File: src/rtl/uart_encoder.sv
// UART transmitter: a byte FIFO feeding an 8N1/8N2 serialiser.
// The line idles high; queued bytes go out back-to-back with no idle gap.
module uart_encoder #(
    parameter int BAUD_DIV  = 868,
    parameter int STOP_BITS = 1,
    parameter int FIFO_AW   = 4
) (
    input  logic               clk,
    input  logic               rst_n,
    input  logic [7:0]         data_i,
    input  logic               valid_i,
    output logic               ready_o,
    output logic               tx_o,
    output logic               busy_o,
    output logic [FIFO_AW:0]   level_o,
    output logic               overflow_o
);

    localparam int DEPTH = 1 << FIFO_AW;
    localparam int BW    = $clog2(BAUD_DIV * STOP_BITS);

    localparam logic [BW-1:0]    BIT_LAST   = BW'(BAUD_DIV - 1);
    localparam logic [BW-1:0]    STOP_LAST  = BW'(BAUD_DIV * STOP_BITS - 1);
    localparam logic [FIFO_AW:0] FULL_COUNT = (FIFO_AW + 1)'(DEPTH);

    typedef enum logic [1:0] {
        S_IDLE,
        S_START,
        S_DATA,
        S_STOP
    } state_t;

    state_t               r_state;
    logic [7:0]           r_mem [DEPTH];
    logic [FIFO_AW-1:0]   r_wrPtr;
    logic [FIFO_AW-1:0]   r_rdPtr;
    logic [FIFO_AW:0]     r_count;
    logic                 r_ready;
    logic                 r_overflow;
    logic [7:0]           r_shift;
    logic [BW-1:0]        r_baud;
    logic [2:0]           r_bitIdx;
    logic                 r_tx;
    logic                 r_busy;

    logic                 w_push;
    logic                 w_pop;
    logic                 w_notEmpty;
    logic                 w_bitEnd;
    logic                 w_stopEnd;
    logic [FIFO_AW:0]     w_countNext;

    assign w_notEmpty = (r_count != '0);
    assign w_bitEnd   = (r_baud == BIT_LAST);
    assign w_stopEnd  = (r_baud == STOP_LAST);
    assign w_push     = valid_i && r_ready;
    assign w_pop      = w_notEmpty &&
                        ((r_state == S_IDLE) || ((r_state == S_STOP) && w_stopEnd));

    always_comb begin
        w_countNext = r_count;
        case ({w_push, w_pop})
            2'b10:   w_countNext = r_count + (FIFO_AW + 1)'(1);
            2'b01:   w_countNext = r_count - (FIFO_AW + 1)'(1);
            default: w_countNext = r_count;
        endcase
    end

    always_ff @(posedge clk) begin
        if (w_push) begin
            r_mem[r_wrPtr] <= data_i;
        end
    end

    // ready is registered from the next count, so a push while full is
    // rejected even if the serialiser pops in that same cycle.
    always_ff @(posedge clk or negedge rst_n) begin
        if (!rst_n) begin
            r_wrPtr    <= '0;
            r_rdPtr    <= '0;
            r_count    <= '0;
            r_ready    <= 1'b1;
            r_overflow <= 1'b0;
        end else begin
            if (w_push) begin
                r_wrPtr <= r_wrPtr + FIFO_AW'(1);
            end
            if (w_pop) begin
                r_rdPtr <= r_rdPtr + FIFO_AW'(1);
            end
            r_count <= w_countNext;
            r_ready <= (w_countNext != FULL_COUNT);
            if (valid_i && !r_ready) begin
                r_overflow <= 1'b1;
            end
        end
    end

    always_ff @(posedge clk or negedge rst_n) begin
        if (!rst_n) begin
            r_state  <= S_IDLE;
            r_shift  <= '0;
            r_baud   <= '0;
            r_bitIdx <= '0;
            r_tx     <= 1'b1;
            r_busy   <= 1'b0;
        end else begin
            case (r_state)
                S_IDLE: begin
                    r_tx   <= 1'b1;
                    r_busy <= 1'b0;
                    if (w_notEmpty) begin
                        r_shift <= r_mem[r_rdPtr];
                        r_baud  <= '0;
                        r_state <= S_START;
                        r_tx    <= 1'b0;
                        r_busy  <= 1'b1;
                    end
                end
                S_START: begin
                    if (w_bitEnd) begin
                        r_baud   <= '0;
                        r_bitIdx <= '0;
                        r_state  <= S_DATA;
                        r_tx     <= r_shift[0];
                    end else begin
                        r_baud <= r_baud + BW'(1);
                    end
                end
                S_DATA: begin
                    if (w_bitEnd) begin
                        r_baud <= '0;
                        if (r_bitIdx == 3'd7) begin
                            r_state <= S_STOP;
                            r_tx    <= 1'b1;
                        end else begin
                            r_bitIdx <= r_bitIdx + 3'd1;
                            r_shift  <= {1'b0, r_shift[7:1]};
                            r_tx     <= r_shift[1];
                        end
                    end else begin
                        r_baud <= r_baud + BW'(1);
                    end
                end
                S_STOP: begin
                    // The same counter spans all stop bits before the next frame.
                    if (w_stopEnd) begin
                        r_baud <= '0;
                        if (w_notEmpty) begin
                            r_shift <= r_mem[r_rdPtr];
                            r_state <= S_START;
                            r_tx    <= 1'b0;
                        end else begin
                            r_state <= S_IDLE;
                            r_tx    <= 1'b1;
                            r_busy  <= 1'b0;
                        end
                    end else begin
                        r_baud <= r_baud + BW'(1);
                    end
                end
                default: begin
                    r_state <= S_IDLE;
                    r_tx    <= 1'b1;
                    r_busy  <= 1'b0;
                end
            endcase
        end
    end

    assign ready_o    = r_ready;
    assign tx_o       = r_tx;
    assign busy_o     = r_busy;
    assign level_o    = r_count;
    assign overflow_o = r_overflow;

endmodule

File: config.mk
export PLATFORM = sky130hd
export DESIGN_NAME = uart_encoder
export DESIGN_NICKNAME = d
export VERILOG_FILES = /design/src/rtl/uart_encoder.sv
export SDC_FILE = /design/constraint.sdc
export NUM_CORES = 1
export LEC_CHECK = 0
export ABC_AREA = 0
export CORE_ASPECT_RATIO = 2
export CORE_UTILIZATION = 30
export DETAILED_ROUTE_END_ITERATION = 10
export HOLD_SLACK_MARGIN = 0.1
export PLACE_DENSITY = 0.48
export SYNTH_ARGS = -nofsm -noshare
export SYNTH_HDL_FRONTEND = slang
export SYNTH_SLANG_ARGS = --single-unit
export TNS_END_PERCENT = 100
File: constraint.sdc
create_clock -name clk -period 3.2 [get_ports clk]
set_clock_uncertainty 0.05 [all_clocks]
set_input_delay 0.96 -clock clk [delete_from_list [all_inputs] [get_ports clk]]
set_output_delay 0.96 -clock clk [all_outputs]
set_load 0.01 [all_outputs]
==> summary by stage <==
Place
Input and output buffers added on the ports amount to 19. In this run the cell area measured after placement is 7820 µm². The congestion estimate from routability-driven global placement came to 0.783. The number of placed instances, taps included, is 765.

After legalization and detailed placement, the total HPWL measured 11.3 mm.

Synthesis
The post-synthesis sequential element count is 168. The synthesized net count is 476. In this run the mean area of a mapped cell was 16.0 µm². The combined area of all synthesized cells is 7130 µm². For this run, the leading register cell type out of synthesis is edfxtp_1. The share of async-settable or async-resettable flops after synthesis is 23.8%.

The post-synthesis sequential area ratio is 68.0%. After synthesis, the netlist uses 49 different library cells. Counting flops with a built-in enable in the synthesized netlist gives 128.

In the synthesized netlist, the number of instances is 447. The Yosys step of the flow raised 0 warnings.

Detailed routing
The mean number of vias per cell is 4.90. For this run, the detailed router's first-pass iteration total came to 7. After detailed routing, the average wire length per cell comes to 20.0 µm. The residual antenna-violating net count after detailed routing is 0. The post-detailed-route DRC marker count is 6. The detailed router finished its first iteration with 240 violations. The final wirelength is 16.0 mm. The number of vias after detailed routing is 3927.

Floorplan
Once the floorplan was initialized, standard cells occupied 30.6% of the core. The floorplan step defined a die boundary enclosing 24400 µm². In this run the vertical extent of the chip is 220 µm. In this run the standard cell core region covers 23300 µm². In this run the core area contains 79 standard-cell rows.

The die width is 111 µm. Pin placement for this block handled 20 I/O pins.

Global routing
The via count of the first global-routing pass is 4158. The largest net degree at the start of global routing is 25. Across every metal layer, demand over resource in global routing totals 14.0%. The total overflow reported by the global router is 0. The wire length of the first global-routing pass is 24.7 mm. The number of antenna violations at the first check in global routing is 0.

Clock tree
The master cell of the clock root buffer is clkbuf_16. After clock tree synthesis, the clock-pin slew on the worst setup and hold paths is 0.07 ns. The longest clock path from root to sink contains 2 buffers.

At the later pin of the worst-skew pair, clock insertion delay measures 0.43 ns. The number of buffers inserted by hold repair at cts is 0. The tree built by TritonCTS fans out to 168 sinks. The number of CTS-inserted buffers is 17.

The TritonCTS clock tree is built. The number of H-tree branching levels is 4.

Power and ir drop
The power density relative to cell area is 913 nW/µm². Summing internal, switching and leakage power gives 7700 µW. In this run the static leakage power is 0.00307 µW. The worst voltage drop across the vdd grid is 0.000399 V.

Critical path
The critical path goes through ha_2 > or4b_4 > o41a_1 > nor2_2 > ha_2 > ha_1 > a21o_1 > a21oi_2 > mux2i_1 > xnor2_1 > nand4bb_1. Data on the critical path is required at its endpoint by 3.50 ns. The largest stage delay on the critical path is 0.48 ns. The most frequent cell on the critical path is ha_2. The worst setup path is captured at a register. The maximum fanout count along the critical path is 3. For this design, the slowest cell found on the critical path is or4b_4. The data arrival time of the critical path is 3.44 ns. The critical path is of the reg -> reg type. The worst setup path is launched from a register.

Finish
The post-route netlist has 20.0% of its cells at a drive strength greater than 1. Once layout is done, the placed cells without fillers occupy 8430 µm². In the final design database the tool counted 535 nets. The count of antenna diodes in the layout is 0. For this run, the share of the core covered by cells in the final layout is 36.1%. The post-layout instance count excluding filler cells is 802. The area growth from synthesis to final layout is 18.2%.

STA
The time the worst path needs with I/O delays and setup is 3.14 ns. The total count of max-transition violations in the final report is 0. The max-slew headroom at the worst pin is 53.4%.

The hold violation total from the final report was 0. The actual transition at the worst max-transition pin is 0.699 ns. The worst path uses 98.2% of the clock period. Setup violations remaining at the end of the flow were counted as 0. Based on the critical path, the design can be clocked at up to 0.318 GHz.

Run status
The checks that failed: design-rule violations. The run finished, with violations left.

Flow run
Max-cap violations in this run came to 0.

Hold path
The worst hold path belongs to the class reg -> reg.
==> registers in the layout, summed over array words and instances, names as in the netlist, 2 cells and up <==
signal    cells
r_rdPtr       4
r_bitIdx      3
r_baud       10
r_state       2
r_shift       8
r_wrPtr       4
r_mem       128
level_o       5
==> per-layer routing <==
metal  global-route usage [%]  wire length [µm]  part of all wire (%)  vias to the layer above
li1                         -                 -                     -                     1845
met1                     13.6              5770                    36                     2017
met2                     28.6              9670                    60                       52
met3                     3.05               370                   2.3                       13
met4                     4.86               230                   1.4                        0
met5                        0                 0                     0                        -
==> cell families (layout without fill, tap and decap cells) <==
group,count (synthesis),count (layout),share of synthesized area (%)
and+or+nand+nor,96,96,7.16
AOI/OAI and AO/OA,68,68,6.81
muxes,52,52,10.7
buffers and inverters,27,99,1.88
adders and majority gates,18,18,3.26
DFF,168,168,68.0
xor gates and xnor gates,18,18,2.21
==> cell usage in the layout, fill, tap and decap left out, types with 9 or more instances in the layout <==
cell	netlist	routed
a22oi_1	15	15
and2_1	13	13
buf_4	1	37
clkbuf_16	0	17
clkdlybuf4s50_1	0	18
dfrtp_1	38	37
edfxtp_1	128	128
ha_1	17	15
inv_1	11	11
mux2i_1	29	29
mux4_2	19	19
nand2_1	24	24
nor2_1	18	18
o21ai_0	10	9
xnor2_1	10	10
==> where the power goes <==
group / switching [µW] / total [µW] / leakage [µW] / internal, µW
sequential: 287 / 3010 / 0.00164 / 2720
clock: 896 / 1990 / 0.000268 / 1090
combinational: 1430 / 2700 / 0.00116 / 1280
total: 2610 / 7700 / 0.00307 / 5090
==> worst paths after layout <==
| path | startpoint | endpoint | slack [ns] | cells after the start |
|---|---|---|---|---|
| max reg2reg | r_baud[1] | ready_o | 0.06 | 11 |
| max | r_baud[1] | ready_o | 0.06 | 11 |
| min in group asynchronous | rst_n | level_o[2] | 0.42 | 1 |
| max in group asynchronous | rst_n | tx_o | 1.95 | 2 |
| min reg2reg | overflow_o | overflow_o | 0.40 | 1 |
| min | overflow_o | overflow_o | 0.40 | 1 |
==> final cells by class <==
class	count	area [µm²]
well taps	283	354
clock inverters	14	134
inverters	11	41.3
fillers	2202	14900
flip-flops and latches	168	4850
multi-input cells	252	2160
clock buffers	18	429
repair buffers	56	463
==> worst max-delay path, delay by kind of cell, from the launching register on <==
kind	cells	cell delay [ns]
AOI/OAI and AO/OA	3	0.75
xor gates and xnor gates	1	0.18
and+or+nand+nor	3	0.78
DFF	1	0.39
muxes	1	0.24
adders and majority gates	3	0.68
==> synthesized netlist by cell type (all sizes together) (2+ instances only) <==
library cell | number | area [µm²]
a21o | 4 | 30.0
a21oi | 10 | 50.1
a22oi | 15 | 113
a32o | 2 | 20.0
and2 | 13 | 81.3
and3 | 6 | 38.8
buf | 12 | 67.6
clkbuf | 4 | 25.0
dfrtp | 38 | 951
dfstp | 2 | 52.6
edfxtp | 128 | 3840
ha | 17 | 213
inv | 11 | 41.3
mux2 | 4 | 45.0
mux2i | 29 | 290
mux4 | 19 | 428
nand2 | 24 | 90.1
nand3 | 6 | 30.0
nand3b | 2 | 15.0
nand4 | 3 | 18.8
nor2 | 19 | 73.8
nor2b | 6 | 37.5
nor3 | 8 | 51.3
nor4 | 3 | 18.8
o21a | 8 | 60.1
o21ai | 10 | 50.1
o22ai | 8 | 50.1
o311ai | 7 | 61.3
xnor2 | 10 | 87.6
xor2 | 8 | 70.1
==> repair_timing <==
| action | CTS | global route |
|---|---|---|
| endpoints found under the hold margin | 0 | 0 |
| resized for setup | 1 | 4 |
| buffers inserted | 0 | 5 |
| endpoints found under the setup margin | 1 | 3 |
| pin swaps | 0 | 8 |
==> metrics by stage <==
| step | TNS [ns] | hold slack [ns] | setup slack [ns] |
|---|---|---|---|
| after floorplan | 0 | 0.413 | 0.0662 |
| after global placement | 0 | 0.391 | 0.0482 |
| after detailed placement | -0.0309 | 0.398 | -0.0309 |
| after CTS | 0 | 0.409 | 0.00272 |
| after global routing | -0.0272 | 0.415 | -0.0212 |
| final | 0 | 0.401 | 0.0591 |
(Power assumes the default switching activity.)
